File: src/rtl/serial_exp_sub_ctrl.sv
// Bit-serial |a - b| and a<b sequencer driving one external full-adder cell.
// SUB forms a + ~b + 1 LSB first; a final borrow triggers a NEG pass (0 + ~r + 1).
module serial_exp_sub_ctrl #(
    parameter int WIDTH = 5
) (
    input  logic             clk,
    input  logic             rst_n,
    input  logic             start_i,
    input  logic [WIDTH-1:0] a_i,
    input  logic [WIDTH-1:0] b_i,
    output logic             busy_o,
    output logic             done_o,
    output logic [WIDTH-1:0] diff_o,
    output logic             a_lt_b_o,
    output logic             fa_a_o,
    output logic             fa_b_o,
    output logic             fa_cin_o,
    input  logic             fa_s_i,
    input  logic             fa_cout_i
);
    localparam int CW = (WIDTH > 1) ? $clog2(WIDTH) : 1;
    localparam logic [CW-1:0] LAST = CW'(WIDTH - 1);

    typedef enum logic [1:0] {S_IDLE, S_SUB, S_NEG, S_DONE} state_e;

    state_e           state_q, state_d;
    logic [WIDTH-1:0] areg_q, areg_d, breg_q, breg_d, rreg_q, rreg_d;
    logic [WIDTH-1:0] diff_q, diff_d;
    logic             carry_q, carry_d, lt_q, lt_d;
    logic [CW-1:0]    cnt_q, cnt_d;
    logic [WIDTH-1:0] rnext;

    assign rnext = {fa_s_i, rreg_q[WIDTH-1:1]};

    always_ff @(posedge clk or negedge rst_n) begin
        if (!rst_n) begin
            state_q <= S_IDLE;
            areg_q  <= '0;
            breg_q  <= '0;
            rreg_q  <= '0;
            diff_q  <= '0;
            carry_q <= 1'b0;
            lt_q    <= 1'b0;
            cnt_q   <= '0;
        end else begin
            state_q <= state_d;
            areg_q  <= areg_d;
            breg_q  <= breg_d;
            rreg_q  <= rreg_d;
            diff_q  <= diff_d;
            carry_q <= carry_d;
            lt_q    <= lt_d;
            cnt_q   <= cnt_d;
        end
    end

    always_comb begin
        state_d  = state_q;
        areg_d   = areg_q;
        breg_d   = breg_q;
        rreg_d   = rreg_q;
        diff_d   = diff_q;
        carry_d  = carry_q;
        lt_d     = lt_q;
        cnt_d    = cnt_q;
        fa_a_o   = 1'b0;
        fa_b_o   = 1'b0;
        fa_cin_o = 1'b0;
        case (state_q)
            S_IDLE: begin
                if (start_i) begin
                    areg_d  = a_i;
                    breg_d  = b_i;
                    carry_d = 1'b1;
                    cnt_d   = '0;
                    state_d = S_SUB;
                end
            end
            S_SUB: begin
                fa_a_o   = areg_q[0];
                fa_b_o   = ~breg_q[0];
                fa_cin_o = carry_q;
                carry_d  = fa_cout_i;
                rreg_d   = rnext;
                areg_d   = areg_q >> 1;
                breg_d   = breg_q >> 1;
                cnt_d    = cnt_q + 1'b1;
                if (cnt_q == LAST) begin
                    // carry-out of 1 means no borrow: a >= b
                    if (fa_cout_i) begin
                        diff_d  = rnext;
                        lt_d    = 1'b0;
                        state_d = S_DONE;
                    end else begin
                        carry_d = 1'b1;
                        cnt_d   = '0;
                        state_d = S_NEG;
                    end
                end
            end
            S_NEG: begin
                fa_a_o   = 1'b0;
                fa_b_o   = ~rreg_q[0];
                fa_cin_o = carry_q;
                carry_d  = fa_cout_i;
                rreg_d   = rnext;
                cnt_d    = cnt_q + 1'b1;
                // a_lt_b is committed together with diff so outputs never change mid-operation
                if (cnt_q == LAST) begin
                    diff_d  = rnext;
                    lt_d    = 1'b1;
                    state_d = S_DONE;
                end
            end
            S_DONE: state_d = S_IDLE;
            default: state_d = S_IDLE;
        endcase
    end

    assign busy_o   = (state_q != S_IDLE);
    assign done_o   = (state_q == S_DONE);
    assign diff_o   = diff_q;
    assign a_lt_b_o = lt_q;
endmodule

File: config.mk
export PLATFORM = sky130hd
export DESIGN_NAME = serial_exp_sub_ctrl
export DESIGN_NICKNAME = d
export VERILOG_FILES = /design/src/rtl/serial_exp_sub_ctrl.sv
export SDC_FILE = /design/constraint.sdc
export NUM_CORES = 1
export LEC_CHECK = 0
export ABC_AREA = 0
export CORE_ASPECT_RATIO = 1.75
export CORE_MARGIN = 3
export CORE_UTILIZATION = 51
export DETAILED_ROUTE_END_ITERATION = 10
export PLACE_DENSITY = 0.75
export SKIP_LAST_GASP = 1
export SYNTH_ARGS = -nofsm -noshare
export SYNTH_HDL_FRONTEND = slang
export SYNTH_SLANG_ARGS = --single-unit
File: constraint.sdc
create_clock -name clk -period 2.04 [get_ports clk]
set_clock_uncertainty 0.1 [all_clocks]
set_input_delay 0.51 -clock clk [delete_from_list [all_inputs] [get_ports clk]]
set_output_delay 0.51 -clock clk [all_outputs]
set_load 0.005 [all_outputs]
==> key figures, run 1 <==
Logic synthesis
  • Post-synth ARST share: 1.00
  • Synth Area in Compound Gates: 0.167
  • Seq cells post-synth: 27
  • Sequential cell area fraction in the yosys report: 0.479
  • Synthesized area: about 1400 um2
  • Xor/xnor share of the synthesized area: 0
  • Mux contribution to synthesized area: 0.111
  • Synth Area in Simple Gates: 0.143
  • Largest family of logic cells by synthesized area: compound AO/OA/AOI/OAI gates
  • Post-synth EDFFs: 0
  • Avg Cell Area, Syn: between 10 and 15 um2
  • Yosys cell types: 29
  • Post-synth net total: between 150 and 200
  • Synth Area in Adders: 0.0621
  • Main synth FF type: dfrtp_1
  • Post-Syn Instances: 129
  • Synth warn: 0

Die
  • Placeable Area: about 2600 um2
  • Die footprint: 3460 um2
  • Starting density of the core: 0.552
  • Die width: around 46 um
  • Ports: 26
  • Num rows: 24
  • Die H: 75.6 um

Placed design
  • Post-Place Cells: 190
  • Hpwl dp: 2.29 mm
  • Port Buffers: 25
  • RePlAce Congestion: ~0.83

Hold path
  • Worst Hold Depth: 1
  • Hold Crit Start: diff_o[3]
  • Class of the worst hold path: reg2reg
  • Hold endpoint: diff_o[3]

Timing
  • Tcrit/Tclk final: 1.01
  • F_max: 0.484 GHz
  • Worst-margin pin slew: around 0.37 ns
  • Unrepaired setup endpoints after global routing: true
  • Max Transition Viols Final: 0
  • Worst Setup Slack, final: -0.0270 ns
  • Endpoints failing hold: 0
  • Max_slew headroom: 0.749
  • Endpoints failing setup: 1
  • Tmin final: around 2.1 ns

Power
  • Net Sw Power: 1.14 mW
  • Leakage power: about 0.85 nW
  • Combinational share of power: 0.598
  • Int Power: 1.87 mW
  • Sw frac: 0.380
  • VDD IR max: between 1 and 1.5 mV
  • PD cells: between 1500 and 2000 nW/um2
  • Part of the power in registers: 0.298
  • Clock share of power: 0.104

Detailed routing
  • DR DRC count: 0
  • DRT iter0 DRCs: 17
  • Routed wire length: ~3.5 mm
  • Via count: approximately 1200
  • Wire per inst: about 17 um
  • Via-per-instance ratio: ~5.9
  • DRT Pass-1 Iters: 4
  • Antenna viol nets, final: 0

Finish
  • Layout Utilization: 0.754
  • Commonest non-fill, non-tap cell in the layout: dfrtp_1
  • Fin cells: 200
  • Nets: ~200
  • Most frequent cells in the layout: dfrtp_1, clkdlybuf4s50_1, buf_4
  • Synth-to-layout area growth: 36.5%
  • Antenna diodes: 0
  • Layout cells sized above 1: 0.316

Setup path
  • Crit path top cell by count: buf_4
  • Reg-to-reg endpoint: state_q[1]
  • Crit-path max FO: 2
  • Worst reg-to-reg setup slack: about 0.030 ns
  • Worst-path cell chain: buf_4 > buf_4 > ha_4 > inv_2 > o22ai_1 > and2_1 > clkbuf_2
  • Endpoint class of the critical path: output port
  • CP max stage delay: ~0.39 ns
  • Worst r2r src: state_q[0]
  • CP Data Arrival Time: 1.46 ns
  • Critical path's top delay family: buffers and inverters
  • Worst r2r path cells: 7
  • CP bufs+invs: 4
  • CP max stage cell: dfrtp_1
  • Worst Path Class, Setup: reg2out
  • CP required: roughly 1.4 ns
  • Worst setup SP type: flip-flop

GRT
  • Number of antenna violations at the first check in global routing: 0
  • First-pass GRT wire length: approximately 5.7 mm
  • Number of global-route vias before repair: between 1000 and 1500
  • Largest net degree at the start of global routing: 28
  • GRT Util Overall: 0.230
  • GR Overflow Total: 0

Clocking
  • H-tree depth: 1
  • Num CTS Buffers: 3
  • Clock transition at the registers of the reported paths: ~0.09 ns
  • CTS sink cnt: 27
  • Maximum clock path buffer count: 2
  • CTS Hold Bufs: 0
  • CTS tree: done
  • Root Driver: clkbuf_8
  • Clk_lat worst skew: ~0.28 ns

Run status
  • Status: finished with violations
  • Failing checks: negative setup slack

Flow run
  • Max Cap Viol: 0
==> power by group through the flow <==
stage	combinational (mW)	sequential, mW	clock [mW]
final	1.80	0.896	0.314
after global routing	1.95	0.918	0.344
after CTS	1.68	0.887	0.330
after global placement	1.50	0.885	0
after detailed placement	1.55	0.907	0
after floorplan	0.931	0.868	0
==> cell type report <==
| type | count | area (um2) |
|---|---|---|
| timing repair buffer | 47 | 402 |
| fill | 187 | 628 |
| sequential | 27 | 676 |
| multi-input combinational | 89 | 737 |
| clock buffer | 3 | 41.3 |
| inverter | 7 | 28.8 |
| tap | 26 | 32.5 |
| clock inverter | 1 | 7.51 |
==> synthesized netlist by cell type (2+ instances only) <==
master | count | area [um2]
a21oi_1 | 11 | 55.1
a221o_1 | 9 | 90.1
and2_1 | 3 | 18.8
and3_1 | 2 | 12.5
buf_2 | 4 | 20.0
clkbuf_1 | 2 | 7.51
dfrtp_1 | 27 | 676
ha_1 | 7 | 87.6
inv_1 | 7 | 26.3
mux2_2 | 13 | 146
nand2_1 | 4 | 15.0
nand2b_1 | 9 | 56.3
nand3_1 | 9 | 45.0
nor2_1 | 3 | 11.3
o21ai_0 | 5 | 25.0
==> per-stage QoR <==
stage | instance area [um2] | total power [mW] | setup slack (ns) | hold WS [ns] | TNS [ns]
global route | 1920 | 3.22 | -0.0553 | 0.433 | -0.0553
floorplan | 1410 | 1.80 | 0.263 | 0.114 | 0
finish | 1920 | 3.01 | -0.0270 | 0.412 | -0.0270
CTS | 1910 | 2.90 | -0.131 | 0.418 | -0.148
global placement | 1790 | 2.38 | -0.00484 | 0.387 | -0.00484
detailed placement | 1790 | 2.45 | -0.0464 | 0.395 | -0.0720
==> repair_timing <==
item	CTS	global route
buffers inserted	6	0
pin swaps	1	2
cloned	0	0
resized for setup	22	10
endpoints found under the setup margin	5	5
==> worst max-delay path by stage <==
stage | to | depth (start not counted) | from
after floorplan | fa_a_o | 4 | state_q[1]
after global placement | fa_b_o | 6 | state_q[0]
after detailed placement | fa_b_o | 6 | state_q[1]
after CTS | fa_b_o | 7 | state_q[1]
after global routing | fa_b_o | 7 | state_q[1]
final | fa_b_o | 7 | state_q[1]
==> per-layer routing <==
metal  GRT usage  vias up  share of wire
li1            -      552              -
met1       0.259      586           0.38
met2       0.423       34           0.56
met3      0.0142       11          0.033
met4       0.108        0          0.029
met5           0        -              0
==> logic make-up (layout without fill, tap and decap cells) <==
family                   Yosys count  count (layout)
AO/OA/AOI/OAI                     32              32
adder cells (fa/ha/maj)            7               7
buffers and inverters             13              58
flip-flops                        27              27
multiplexers                      14              14
AND/OR/NAND/NOR                   36              36
==> state kept, by name (all words and copies together) (netlist names) <==
register  cells
areg_q        5
breg_q        5
diff_o        5
rreg_q        5
cnt_q         3
state_q       2
a_lt_b_o      1
carry_q       1
Power figures use the tool's default switching activity.
==> run 2, diff against run 1 <==
Settings changed: PLACE_DENSITY 0.75 to 0.78.
==> run 2 against run 1 <==
The flow still finishes with violations (negative setup slack). Sequential power about the same. Die area stayed put. Fmax decreased by 0.15%. Wire length is 6.3% lower. Sequential cell count is the same. Cell area is 1.9% higher. Count of clock-buffer cells in the layout is the same. Setup slack worse by 0.0031 ns.
==> key figures, run 2 (synthesis results as in run 1) <==
Setup path
  • Worst setup path startpoint: state_q[1]
  • Setup crit end: fa_b_o
  • CP Data Arrival Time: 1.46 ns (about the same)
  • Worst reg-to-reg setup slack: 0.05 ns (+0.02 ns)
  • Worst setup SP type: flip-flop
  • Endpoint class of the critical path: output port
  • Worst Path Class, Setup: reg2out
  • Worst r2r src: state_q[0]
  • Crit-path max FO: 2 (unchanged)
  • CP required: 1.43 ns (about the same)
  • Worst r2r path cells: 7 (unchanged)
  • Reg-to-reg endpoint: state_q[1]

Finish
  • Layout cells sized above 1: 0.333 (+0.0172)
  • Fill cells: 173 (-7.5%)
  • Most frequent cells in the layout: dfrtp_1, buf_4, clkdlybuf4s50_1
  • Synth-to-layout area growth: 39.0%
  • Final instance area: 1960 um2 (+1.9%)
  • Antenna diodes: 0 (unchanged)
  • Nets: 203 (+3.0%)
  • Fin cells: 206 (+3.0%)

Detailed routing
  • Antenna viol nets, final: 0 (unchanged)
  • DR DRC count: 0 (unchanged)
  • Via count: 1176 (-0.59%)
  • Via-per-instance ratio: 5.71 (-3.5%)
  • DRT Pass-1 Iters: 4 (unchanged)
  • Wire per inst: 15.7 um (-9.0%)
  • DRT iter0 DRCs: 26 (+9)
  • Routed wire length: 3.24 mm (-6.3%)

Timing
  • Tcrit/Tclk final: 1.01 (+0.00151)
  • Max_slew headroom: 0.753 (+0.00409)
  • Worst-margin pin slew: 0.363 ns (-0.00285 ns)
  • Worst Setup Slack, final: -0.0301 ns (-0.00308 ns)
  • Endpoints failing setup: 1 (unchanged)
  • F_max: 0.483 GHz (-0.15%)
  • Final hold slack: 0.425 ns (+0.0131 ns)
  • Unrepaired setup endpoints after global routing: true
  • Max Transition Viols Final: 0 (unchanged)
  • Endpoints failing hold: 0 (unchanged)
  • Tmin final: 2.07 ns (+0.00308 ns)

GRT
  • Largest net degree at the start of global routing: 28 (unchanged)
  • Number of antenna violations at the first check in global routing: 0 (unchanged)
  • Number of global-route vias before repair: 1187 (-5.0%)
  • First-pass GRT wire length: 5.29 mm (-7.4%)
  • GR Overflow Total: 0 (unchanged)
  • GRT Util Overall: 0.210 (-0.0200)

Clocking
  • H-tree depth: 1 (unchanged)
  • Clk_lat worst skew: 0.28 ns (about the same)
  • Num CTS Buffers: 3 (unchanged)
  • Root Driver: clkbuf_8
  • Maximum clock path buffer count: 2 (unchanged)
  • CTS tree: done
  • CTS sink cnt: 27 (unchanged)
  • Clock transition at the registers of the reported paths: 0.09 ns (about the same)
  • CTS Hold Bufs: 0 (unchanged)

Placed design
  • Port Buffers: 25 (unchanged)
  • Placed standard-cell area: 1800 um2 (+0.84%)
  • RePlAce Congestion: 0.821 (-1.3%)
  • Post-Place Cells: 192 (+1.1%)
  • Post-placement setup slack: -0.0399 ns (+0.00647 ns)
  • Hpwl dp: 2.30 mm (+0.55%)

Die
  • Placeable Area: 2550 um2 (unchanged)
  • Starting density of the core: 0.552 (unchanged)
  • Die H: 75.6 um (unchanged)
  • Die footprint: 3460 um2 (unchanged)
  • Ports: 26 (unchanged)
  • Die width: 45.8 um (unchanged)
  • Num rows: 24 (unchanged)

Hold path
  • Class of the worst hold path: reg2reg

Power
  • Leakage power: 0.882 nW (+3.5%)
  • PD cells: 1550 nW/um2 (-0.88%)
  • Total power: 3.04 mW (+0.98%)
  • VDD IR max: 0.865 mV (-21%)

Run status
  • Failing checks: negative setup slack
  • Status: finished with violations

Flow run
  • Max Cap Viol: 0 (unchanged)
-- run 2: power by group --
part,switching (mW),internal [mW],total (mW)
logic,0.787,1.04,1.83
registers,0.145,0.748,0.893
clock network,0.178,0.139,0.317
total,1.11,1.93,3.04
-- run 2: layout make-up --
cell class | instances | area, um2 | share of cell area
repair buffers | 53 | 452 | 0.230
multi-input cells | 89 | 726 | 0.370
inverters | 7 | 26.3 | 0.0134
well taps | 26 | 32.5 | 0.0166
clock inverters | 1 | 7.51 | 0.00383
flip-flops and latches | 27 | 676 | 0.345
clock buffers | 3 | 41.3 | 0.0211
-- run 2: timing repair --
action / 4_1_cts / 5_1_grt
pin swaps: 0 / 1
buffers inserted: 7 / 3
resized for setup: 13 / 11
endpoints found under the setup margin: 5 / 8
-- run 2: worst max-delay path, cell delays in order, from the launching register on --
cell      delay [ns]
dfrtp_1         0.40
buf_4           0.14
buf_4           0.13
ha_2            0.16
inv_1           0.05
o22ai_1         0.07
and2_1          0.13
clkbuf_2        0.10
-- run 2: layer usage --
| layer | vias to the layer above | GRT usage | part of all wire |
|---|---|---|---|
| met5 | - | 0 | 0 |
| met4 | 0 | 0.101 | 0.030 |
| met3 | 9 | 0.0213 | 0.033 |
| met2 | 30 | 0.376 | 0.54 |
| met1 | 569 | 0.239 | 0.40 |
| li1 | 568 | - | - |
-- run 2: how the worst min path moves through the flow --
stage,from,slack [ns],endpoint,cells after the start
after floorplan,rst_n,0.11,a_lt_b_o,0
after global placement,diff_o[4],0.39,diff_o[4],1
after detailed placement,diff_o[2],0.41,diff_o[2],1
after CTS,diff_o[2],0.43,diff_o[2],1
after global routing,a_lt_b_o,0.44,a_lt_b_o,1
final,diff_o[2],0.43,diff_o[2],1
-- run 2: stage by stage --
step                setup TNS (ns)  utilization
CTS                         -0.232        0.759
global placement                 0        0.705
global route                -0.181        0.768
finish                     -0.0301        0.768
floorplan                        0            -
detailed placement         -0.0399        0.705
